## src/rtl/cla_sub_pipe_if.sv

```systemverilog
// Operand/result handshake bundle for the pipelined lookahead subtractor.
interface cla_sub_pipe_if #(
    parameter int M = 17
);
    logic         in_valid;
    logic         in_ready;
    logic [M-1:0] a;
    logic [M-1:0] b;
    logic         bin;
    logic         out_valid;
    logic         out_ready;
    logic [M-1:0] diff;
    logic         bout;
    logic         ovf;
    logic         zero;

    modport master (
        output in_valid, a, b, bin, out_ready,
        input  in_ready, out_valid, diff, bout, ovf, zero
    );

    modport slave (
        input  in_valid, a, b, bin, out_ready,
        output in_ready, out_valid, diff, bout, ovf, zero
    );
endinterface

```

## src/rtl/cla_sub_pipe.sv

```systemverilog
// Two-stage carry-lookahead subtractor: diff = a - b - bin, with borrow, overflow and zero flags.
// Low LO bits resolve in stage 1, the remaining bits plus flags in stage 2.
module cla_sub_pipe_cla #(
    parameter int N = 8,
    parameter int G = 4
) (
    input  logic [N-1:0] x,
    input  logic [N-1:0] y,
    input  logic         cin,
    output logic [N-1:0] sum,
    output logic         cout
);
    localparam int NG = (N + G - 1) / G;

    logic [N-1:0]  p;
    logic [N-1:0]  g;
    logic [NG-1:0] gp;
    logic [NG-1:0] gg;
    logic [NG:0]   gc;

    assign p = x ^ y;
    assign g = x & y;

    for (genvar j = 0; j < NG; j++) begin : grp
        localparam int B = j * G;
        localparam int W = (N - B < G) ? (N - B) : G;
        logic [W-1:0] pj;
        logic [W-1:0] gj;
        logic [W-1:0] cj;
        logic         gpj;
        logic         ggj;

        assign pj = p[B +: W];
        assign gj = g[B +: W];

        always_comb begin
            gpj = 1'b1;
            ggj = 1'b0;
            for (int i = 0; i < W; i++) begin
                ggj = gj[i] | (pj[i] & ggj);
                gpj = gpj & pj[i];
            end
        end

        // Ripple only inside the group; the group carry-in comes from the lookahead below.
        always_comb begin
            cj    = '0;
            cj[0] = gc[j];
            for (int i = 1; i < W; i++) begin
                cj[i] = gj[i-1] | (pj[i-1] & cj[i-1]);
            end
        end

        assign gp[j]       = gpj;
        assign gg[j]       = ggj;
        assign sum[B +: W] = pj ^ cj;
    end

    // Each group carry is a flat sum of products over group P/G and cin.
    always_comb begin
        logic term;
        logic acc;
        logic t;
        gc   = '0;
        term = 1'b0;
        acc  = 1'b0;
        t    = 1'b0;
        for (int j = 0; j <= NG; j++) begin
            term = cin;
            for (int m = 0; m < j; m++) term = term & gp[m];
            acc = term;
            for (int k = 0; k < j; k++) begin
                t = gg[k];
                for (int m = k + 1; m < j; m++) t = t & gp[m];
                acc = acc | t;
            end
            gc[j] = acc;
        end
    end

    assign cout = gc[NG];
endmodule

module cla_sub_pipe #(
    parameter int M  = 17,
    parameter int G  = 4,
    parameter int LO = M / 2
) (
    input  logic           clk,
    input  logic           rst_n,
    cla_sub_pipe_if.slave  io
);
    localparam int HI = M - LO;

    logic [LO-1:0] d_lo;
    logic          c_lo;
    logic [HI-1:0] d_hi;
    logic          c_hi;
    logic [M-1:0]  d_full;

    logic          s1_valid;
    logic [LO-1:0] s1_d_lo;
    logic          s1_borrow;
    logic [HI-1:0] s1_a_hi;
    logic [HI-1:0] s1_b_hi;

    logic          s2_load;
    logic          s1_adv;
    logic          accept;

    cla_sub_pipe_cla #(.N(LO), .G(G)) u_lo (
        .x    (io.a[LO-1:0]),
        .y    (~io.b[LO-1:0]),
        .cin  (~io.bin),
        .sum  (d_lo),
        .cout (c_lo)
    );

    cla_sub_pipe_cla #(.N(HI), .G(G)) u_hi (
        .x    (s1_a_hi),
        .y    (~s1_b_hi),
        .cin  (~s1_borrow),
        .sum  (d_hi),
        .cout (c_hi)
    );

    assign d_full      = {d_hi, s1_d_lo};
    assign s2_load     = !io.out_valid || io.out_ready;
    assign s1_adv      = s1_valid && s2_load;
    assign io.in_ready = !s1_valid || s2_load;
    assign accept      = io.in_valid && io.in_ready;

    always_ff @(posedge clk or negedge rst_n) begin
        if (!rst_n) begin
            s1_valid     <= 1'b0;
            io.out_valid <= 1'b0;
            io.diff      <= '0;
            io.bout      <= 1'b0;
            io.ovf       <= 1'b0;
            io.zero      <= 1'b0;
        end else begin
            if (accept)      s1_valid <= 1'b1;
            else if (s1_adv) s1_valid <= 1'b0;
            if (s2_load) io.out_valid <= s1_valid;
            if (s1_adv) begin
                io.diff <= d_full;
                io.bout <= ~c_hi;
                io.ovf  <= (s1_a_hi[HI-1] != s1_b_hi[HI-1]) && (d_hi[HI-1] != s1_a_hi[HI-1]);
                io.zero <= (d_full == '0);
            end
        end
    end

    // Stage-1 payload is meaningful only while s1_valid, so it carries no reset.
    always_ff @(posedge clk) begin
        if (accept) begin
            s1_d_lo   <= d_lo;
            s1_borrow <= ~c_lo;
            s1_a_hi   <= io.a[M-1:LO];
            s1_b_hi   <= io.b[M-1:LO];
        end
    end
endmodule

```

## src/flat_wrapper.sv

```systemverilog
// flat-port wrapper written by rule: the top's interface ports become plain ports
module cla_sub_pipe_flat 
#(
    parameter int M  = 17,
    parameter int G  = 4,
    parameter int LO = M / 2
)
  (clk, rst_n, io_in_valid, io_a, io_b, io_bin, io_out_ready, io_in_ready, io_out_valid, io_diff, io_bout, io_ovf, io_zero);
  cla_sub_pipe_if #(.M(M)) io_i ();
  input  logic clk;
  input  logic rst_n;
  input wire logic [$bits(io_i.in_valid)-1:0] io_in_valid;
  input wire logic [$bits(io_i.a)-1:0] io_a;
  input wire logic [$bits(io_i.b)-1:0] io_b;
  input wire logic [$bits(io_i.bin)-1:0] io_bin;
  input wire logic [$bits(io_i.out_ready)-1:0] io_out_ready;
  output wire logic [$bits(io_i.in_ready)-1:0] io_in_ready;
  output wire logic [$bits(io_i.out_valid)-1:0] io_out_valid;
  output wire logic [$bits(io_i.diff)-1:0] io_diff;
  output wire logic [$bits(io_i.bout)-1:0] io_bout;
  output wire logic [$bits(io_i.ovf)-1:0] io_ovf;
  output wire logic [$bits(io_i.zero)-1:0] io_zero;
  assign io_i.in_valid = io_in_valid;
  assign io_i.a = io_a;
  assign io_i.b = io_b;
  assign io_i.bin = io_bin;
  assign io_i.out_ready = io_out_ready;
  assign io_in_ready = io_i.in_ready;
  assign io_out_valid = io_i.out_valid;
  assign io_diff = io_i.diff;
  assign io_bout = io_i.bout;
  assign io_ovf = io_i.ovf;
  assign io_zero = io_i.zero;
  cla_sub_pipe #(.M(M), .G(G), .LO(LO)) u_core (.clk(clk), .rst_n(rst_n), .io(io_i));
endmodule
```

## config.mk

```make
export PLATFORM = sky130hd
export DESIGN_NAME = cla_sub_pipe_flat
export DESIGN_NICKNAME = d
export VERILOG_FILES = /design/src/rtl/cla_sub_pipe_if.sv /design/src/rtl/cla_sub_pipe.sv /design/src/flat_wrapper.sv
export SDC_FILE = /design/constraint.sdc
export NUM_CORES = 1
export LEC_CHECK = 0
export ABC_AREA = 0
export BUFFER_PORTS_ARGS = -buffer_cell sky130_fd_sc_hd__buf_4
export CAP_MARGIN = 0
export CORE_ASPECT_RATIO = 0.75
export CORE_UTILIZATION = 36
export CTS_CLUSTER_SIZE = 40
export DETAILED_ROUTE_END_ITERATION = 16
export GPL_TIMING_DRIVEN = 1
export PLACE_DENSITY = 0.68
export SLEW_MARGIN = 10
export SYNTH_ARGS = -nofsm -noshare
export SYNTH_HDL_FRONTEND = slang
export SYNTH_SLANG_ARGS = --single-unit
```

## constraint.sdc

```tcl
create_clock -name clk -period 7.5 [get_ports clk]
set_clock_uncertainty 0.1 [all_clocks]
set_input_delay 0.375 -clock clk [delete_from_list [all_inputs] [get_ports clk]]
set_output_delay 0.375 -clock clk [all_outputs]
set_load 0.005 [all_outputs]
```

* Yosys cells after proc, flatten, opt, wreduce, memory -nomap -nowiden *
Cells that the tools add are included.

storage, ports and cells
  register bits after elaboration = 49
  input bits = 39
  output and inout port bits = 22
  logic and storage cells = 116

cells by class
  eq/ne operators = 2
  muxes and demuxes = 2
  bitwise logic cells = 93
  reduce and logical (&&, ||, !) cells = 9

operators with widths
  cell               number
  $and 1x1->1        45
  $or 1x1->1         33
  $logic_not 17->1   1
  $xor 4x4->4        4
  $and 9x9->9        1
  $not 9->9          1
  $xor 9x9->9        1
  $and 8x8->8        1
  $not 8->8          1
  $xor 8x8->8        1
  $not 1->1          4
  $logic_and 1x1->1  3
  $logic_not 1->1    2
  $logic_or 1x1->1   2
  $mux 1             2
  $ne 1x1->1         2
  $reduce_bool 2->1  1
  $xor 1x1->1        1

* Depth between registers and ports, before layout *
  depth in word-level cells = 17
  gate-level depth with buffers = 13
  mapped depth without buffers = 13

* By module *
Synthesis repeated with hierarchy kept, for this count alone.

unflattened totals
  cell total of the unflattened synthesis = 174
  area, all modules = 2,532.4 µm²

modules (own cells, without submodules)
  module                          instances  cells each  area each (µm²)
  cla_sub_pipe                    1          108         1,855.5
  cla_sub_pipe_cla (u_core.u_hi)  1          35          356.6
  cla_sub_pipe_cla (u_core.u_lo)  1          31          320.3

* Least setup slack after synthesis *
Ideal clock, no wire load.

  kind = register to register
  start = register u_core.s1_b_hi[0]
  end = register u_core.io.zero
  arrival = 3,026 ps
  path slack = 4,308 ps
  stages on the path, launching flop included = 14
  clock period less this slack = 3,192 ps
  cells stage by stage = edfxtp_1 inv_1 ha_1 nor2b_2 o2111ai_2 nand2_1 nor2_1 fa_1 fa_1 fa_1 nor3b_1 nand3_1 nor3_1 a31o_1

between the ends
  longest elaborated chain between the ends = 17
  elaborated cells between the ends (all ways) = 34
  classes of those cells = bitwise (33); reduce/logical (1)

ends and longest elaborated chain
  element                 line                   text
  from (decl)             cla_sub_pipe.sv:105    logic [HI-1:0] s1_b_hi;
  from (signal assigned)  cla_sub_pipe.sv:160    s1_b_hi <= io.b[M-1:LO];
  $not 9->9 *             cla_sub_pipe.sv:121    .y (~s1_b_hi),
  $and 9x9->9             cla_sub_pipe.sv:22     assign g = x & y;
  $and 1x1->1             cla_sub_pipe.sv:40     ggj = gj[i] | (pj[i] & ggj);
  $or 1x1->1              cla_sub_pipe.sv:40
  $and 1x1->1             cla_sub_pipe.sv:40
  $or 1x1->1              cla_sub_pipe.sv:40
  $and 1x1->1             cla_sub_pipe.sv:40
  $or 1x1->1              cla_sub_pipe.sv:40
  $or 1x1->1              cla_sub_pipe.sv:75     acc = acc | t;
  $and 1x1->1             cla_sub_pipe.sv:50     cj[i] = gj[i-1] | (pj[i-1] & cj[i-1]);
  $or 1x1->1              cla_sub_pipe.sv:50
  $and 1x1->1             cla_sub_pipe.sv:50
  $or 1x1->1              cla_sub_pipe.sv:50
  $and 1x1->1             cla_sub_pipe.sv:50
  $or 1x1->1              cla_sub_pipe.sv:50
  $xor 4x4->4             cla_sub_pipe.sv:56     assign sum[B +: W] = pj ^ cj;
  $logic_not 17->1 *      cla_sub_pipe.sv:149    io.zero <= (d_full == '0);
  to (signal assigned)    cla_sub_pipe.sv:149
  to (decl)               cla_sub_pipe_if.sv:24  output in_ready, out_valid, diff, bout, ovf, zero

Every way passes the cells marked *; elsewhere a longest branch is shown, timed or not.
A chain may end at the register's enable or synchronous reset.

* Worst setup path after layout *
Ends and elaborated chain as after synthesis.

==> impl_metrics.yaml <==
synth:
  ys_warn_count: 0
  syn_avg_cell_area_um2: 12.6
  syn_inst: 198
  synth_nets: 266
  synth-async-reset-ratio_pct: 44.9
  synthFlopType: "edfxtp_1"
  synth_edf_count: 27
  synth-seq-area-share_pct: 54.4
  synth.distinct_cells: 38
  synth_area_um2: 2500
  ys_seq_elements: 49
power:
  swShare_pct: 25.7
  leakagePower_nw: 1.48
  p_sw_mw: 0.178
  pwr-share-clk_pct: 26.1
  intPower_mw: 0.515
  comb_power_share_pct: 23.4
  ir_drop_mv: 0.0865
  pwr_density_cell_nw_per_um2: 219
  seqPwrFrac_pct: 50.5
route:
  drt_iter0_drc: 51
  drt_wl_total_mm: 4.73
  viasPerCell: 4.74
  antenna_left: 0
  vias: 1639
  drt_first_pass_iters: 12
  drc: 1
  routedWlPerCell_um: 13.7
grt:
  grt_use_total_pct: 14.4
  grt_pass1_wl_mm: 8.02
  grt_overflow_total: 0
  grt_max_degree: 32
  antenna_found_initial: 0
  grt_pass1_vias: 1729
clocking:
  cts_sinks: 49
  cts_buffers: 5
  cts_buffer_depth: 2
  cts_tree: "done"
  clock_latency_ps: 300
  postCtsResizedCells: 0
  clk_pin_slew_ps: 90
  cts_root_buffer: "clkbuf_8"
  htreeDepth: 2
sta:
  worst_slew_pin_slew_ps: 989
  hold_slack_ps: 149
  tns_ps: 0
  hold_viol: 0
  setup_violations: 0
  finalCritPeriodShare_pct: 45.2
  layout_setup_ws_ps: 4110
  slew_headroom_pct: 33.9
  report.final.slew_viol_count: 0
  grt_setup_unrepaired: "false"
  fmax_mhz: 295
  fin_crit_ps: 3390
min_path:
  hp-class: "primary input to flip-flop"
floorplanning:
  die_y_um: 74.2
  io_pins: 61
  start_util_pct: 38.4
  core-area_um2: 6510
  die_w_um: 98.2
  dieArea_um2: 7290
  rows: 25
critical_path:
  crit_type: "flip-flop to flip-flop"
  cp_max_fo: 3
  cp_slowest_cell: "fa_1"
  cpMostUsedCell: "fa_1"
  required_ps: 7640
  arrival_ps: 3530
  cp-start-kind: "flip-flop"
  path_cells: "inv_1 > ha_1 > nor2b_2 > o2111ai_2 > nand2_1 > nor2_1 > fa_1 > fa_1 > fa_1 > nor3b_1 > nand3_1 > nor3_1 > a31o_1"
  path_buf_inv: 1
  max_stage_delay_ps: 560
  critical_path.top_delay_family: "adder cells"
  critical_path.endpoint_type: "flip-flop"
final_layout:
  drive_above_1_share_pct: 29.8
  antennaDiodeCount: 0
  fin_util_pct: 48.6
  fin_nets: 332
  fill_cells: 596
  syn2layout_area_growth_pct: 26.5
  stdcell_count: 346
place:
  dp_slack_ps: 4080
  dp_cells: 337
  port_buffers: 60
  place_congestion: 0.772
  detailed_place_hpwl_mm: 3.69
run_status:
  status: "complete, but fails checks"
  violations: "design-rule violations"
job:
  max-cap-violations: 0
timing repair:
action	4_1_cts	5_1_grt
endpoints found under the hold margin	22	0
buffers inserted	0	0
hold buffers	1	0
cell families (layout without fill, tap and decap cells):
group	after synthesis	count (layout)	share of synthesized area (%)
multiplexers	8	8	3.60
XOR/XNOR	4	4	1.40
flip-flops	49	49	54.4
AND/OR/NAND/NOR	40	40	8.35
buffers and inverters	39	106	5.95
AO/OA/AOI/OAI	29	29	8.15
adder cells (fa/ha/maj)	29	29	18.1
cell usage after synthesis, types with 2 or more instances:
| master | count | area share (%) |
|---|---|---|
| a21o_1 | 3 | 0.90 |
| a21oi_1 | 2 | 0.40 |
| a31oi_1 | 2 | 0.50 |
| and2_1 | 3 | 0.75 |
| buf_2 | 2 | 0.40 |
| dfrtp_1 | 22 | 22 |
| edfxtp_1 | 27 | 32 |
| fa_1 | 12 | 9.6 |
| ha_1 | 17 | 8.5 |
| inv_1 | 36 | 5.4 |
| mux2_2 | 8 | 3.6 |
| nand2_1 | 14 | 2.1 |
| nand2b_1 | 3 | 0.75 |
| nand4_1 | 2 | 0.50 |
| nor2_1 | 5 | 0.75 |
| nor3_1 | 4 | 0.80 |
| o21a_1 | 3 | 0.90 |
| o21ai_0 | 11 | 2.2 |
| xnor2_1 | 2 | 0.70 |
| xor2_1 | 2 | 0.70 |
sequential cells by signal, indices dropped and copies added, names as in the netlist:
signal and count:
u_core.io.diff 17, u_core.s1_a_hi 9, u_core.s1_b_hi 9, u_core.s1_d_lo 8, u_core.io.bout 1, u_core.io.out_valid 1, u_core.io.ovf 1, u_core.io.zero 1
u_core.s1_borrow 1, u_core.s1_valid 1
power groups by stage:
| stage | combinational, mW | clock (mW) | sequential, mW |
|---|---|---|---|
| after global placement | 0.161 | 0 | 0.354 |
| after CTS | 0.166 | 0.186 | 0.350 |
| after detailed placement | 0.164 | 0 | 0.356 |
| after floorplan | 0.0796 | 0 | 0.352 |
| final | 0.162 | 0.180 | 0.350 |
| after global routing | 0.185 | 0.199 | 0.355 |
area by class of cell:
cell class	instances	area (um^2)	share of cell area (%)
repair buffers	62	468	14.8
multi-input cells	110	991	31.3
flip-flops and latches	49	1360	43.0
inverters	36	135	4.27
clock buffers	6	72.6	2.29
clock inverters	2	33.8	1.07
well taps	81	101	3.20
path summary, 6_finish.rpt:
path	from	slack [ps]	end	depth (start not counted)
hold reg to reg	u_core.io.diff[12]	390	u_core.io.diff[12]	2
hold / removal	io_b[14]	150	u_core.s1_b_hi[6]	1
setup / recovery	u_core.s1_b_hi[0]	4110	u_core.io.zero	13
max in group asynchronous	rst_n	6660	u_core.io.bout	2
setup reg to reg	u_core.s1_b_hi[0]	4110	u_core.io.zero	13
min in group asynchronous	rst_n	420	u_core.io.diff[3]	2
cell usage in the layout (no fill, tap or decap), drive strengths merged, types with 2 or more instances in the layout:
cell type and count:
nor3 4, o21ai 11, dfrtp 22, edfxtp 27, ha 17, o21a 3, xor2 2, and2 3
xnor2 2, nor2 5, clkbuf 6, a21oi 2, mux2 8, a31oi 2, inv 36, nand4 2
fa 12, a21o 3, buf 61, nor2b 2, nand2b 3, nand2 14
metal layers:
metal	wire length, um	global-route usage, %	up-vias
li1	-	-	806
met1	2320	19.6	782
met2	2080	22.5	46
met3	284	4.32	5
met4	41	4.48	0
met5	0	0	-
through the flow:
| step | area, um^2 | power, mW |
|---|---|---|
| 2_1_floorplan | 2500 | 0.432 |
| 3_3_place_gp | 3050 | 0.515 |
| 3_5_place_dp | 3050 | 0.520 |
| 4_1_cts | 3160 | 0.702 |
| 5_1_grt | 3160 | 0.739 |
| 6_report | 3160 | 0.692 |
No activity file was read; power rests on OpenSTA's default activity.
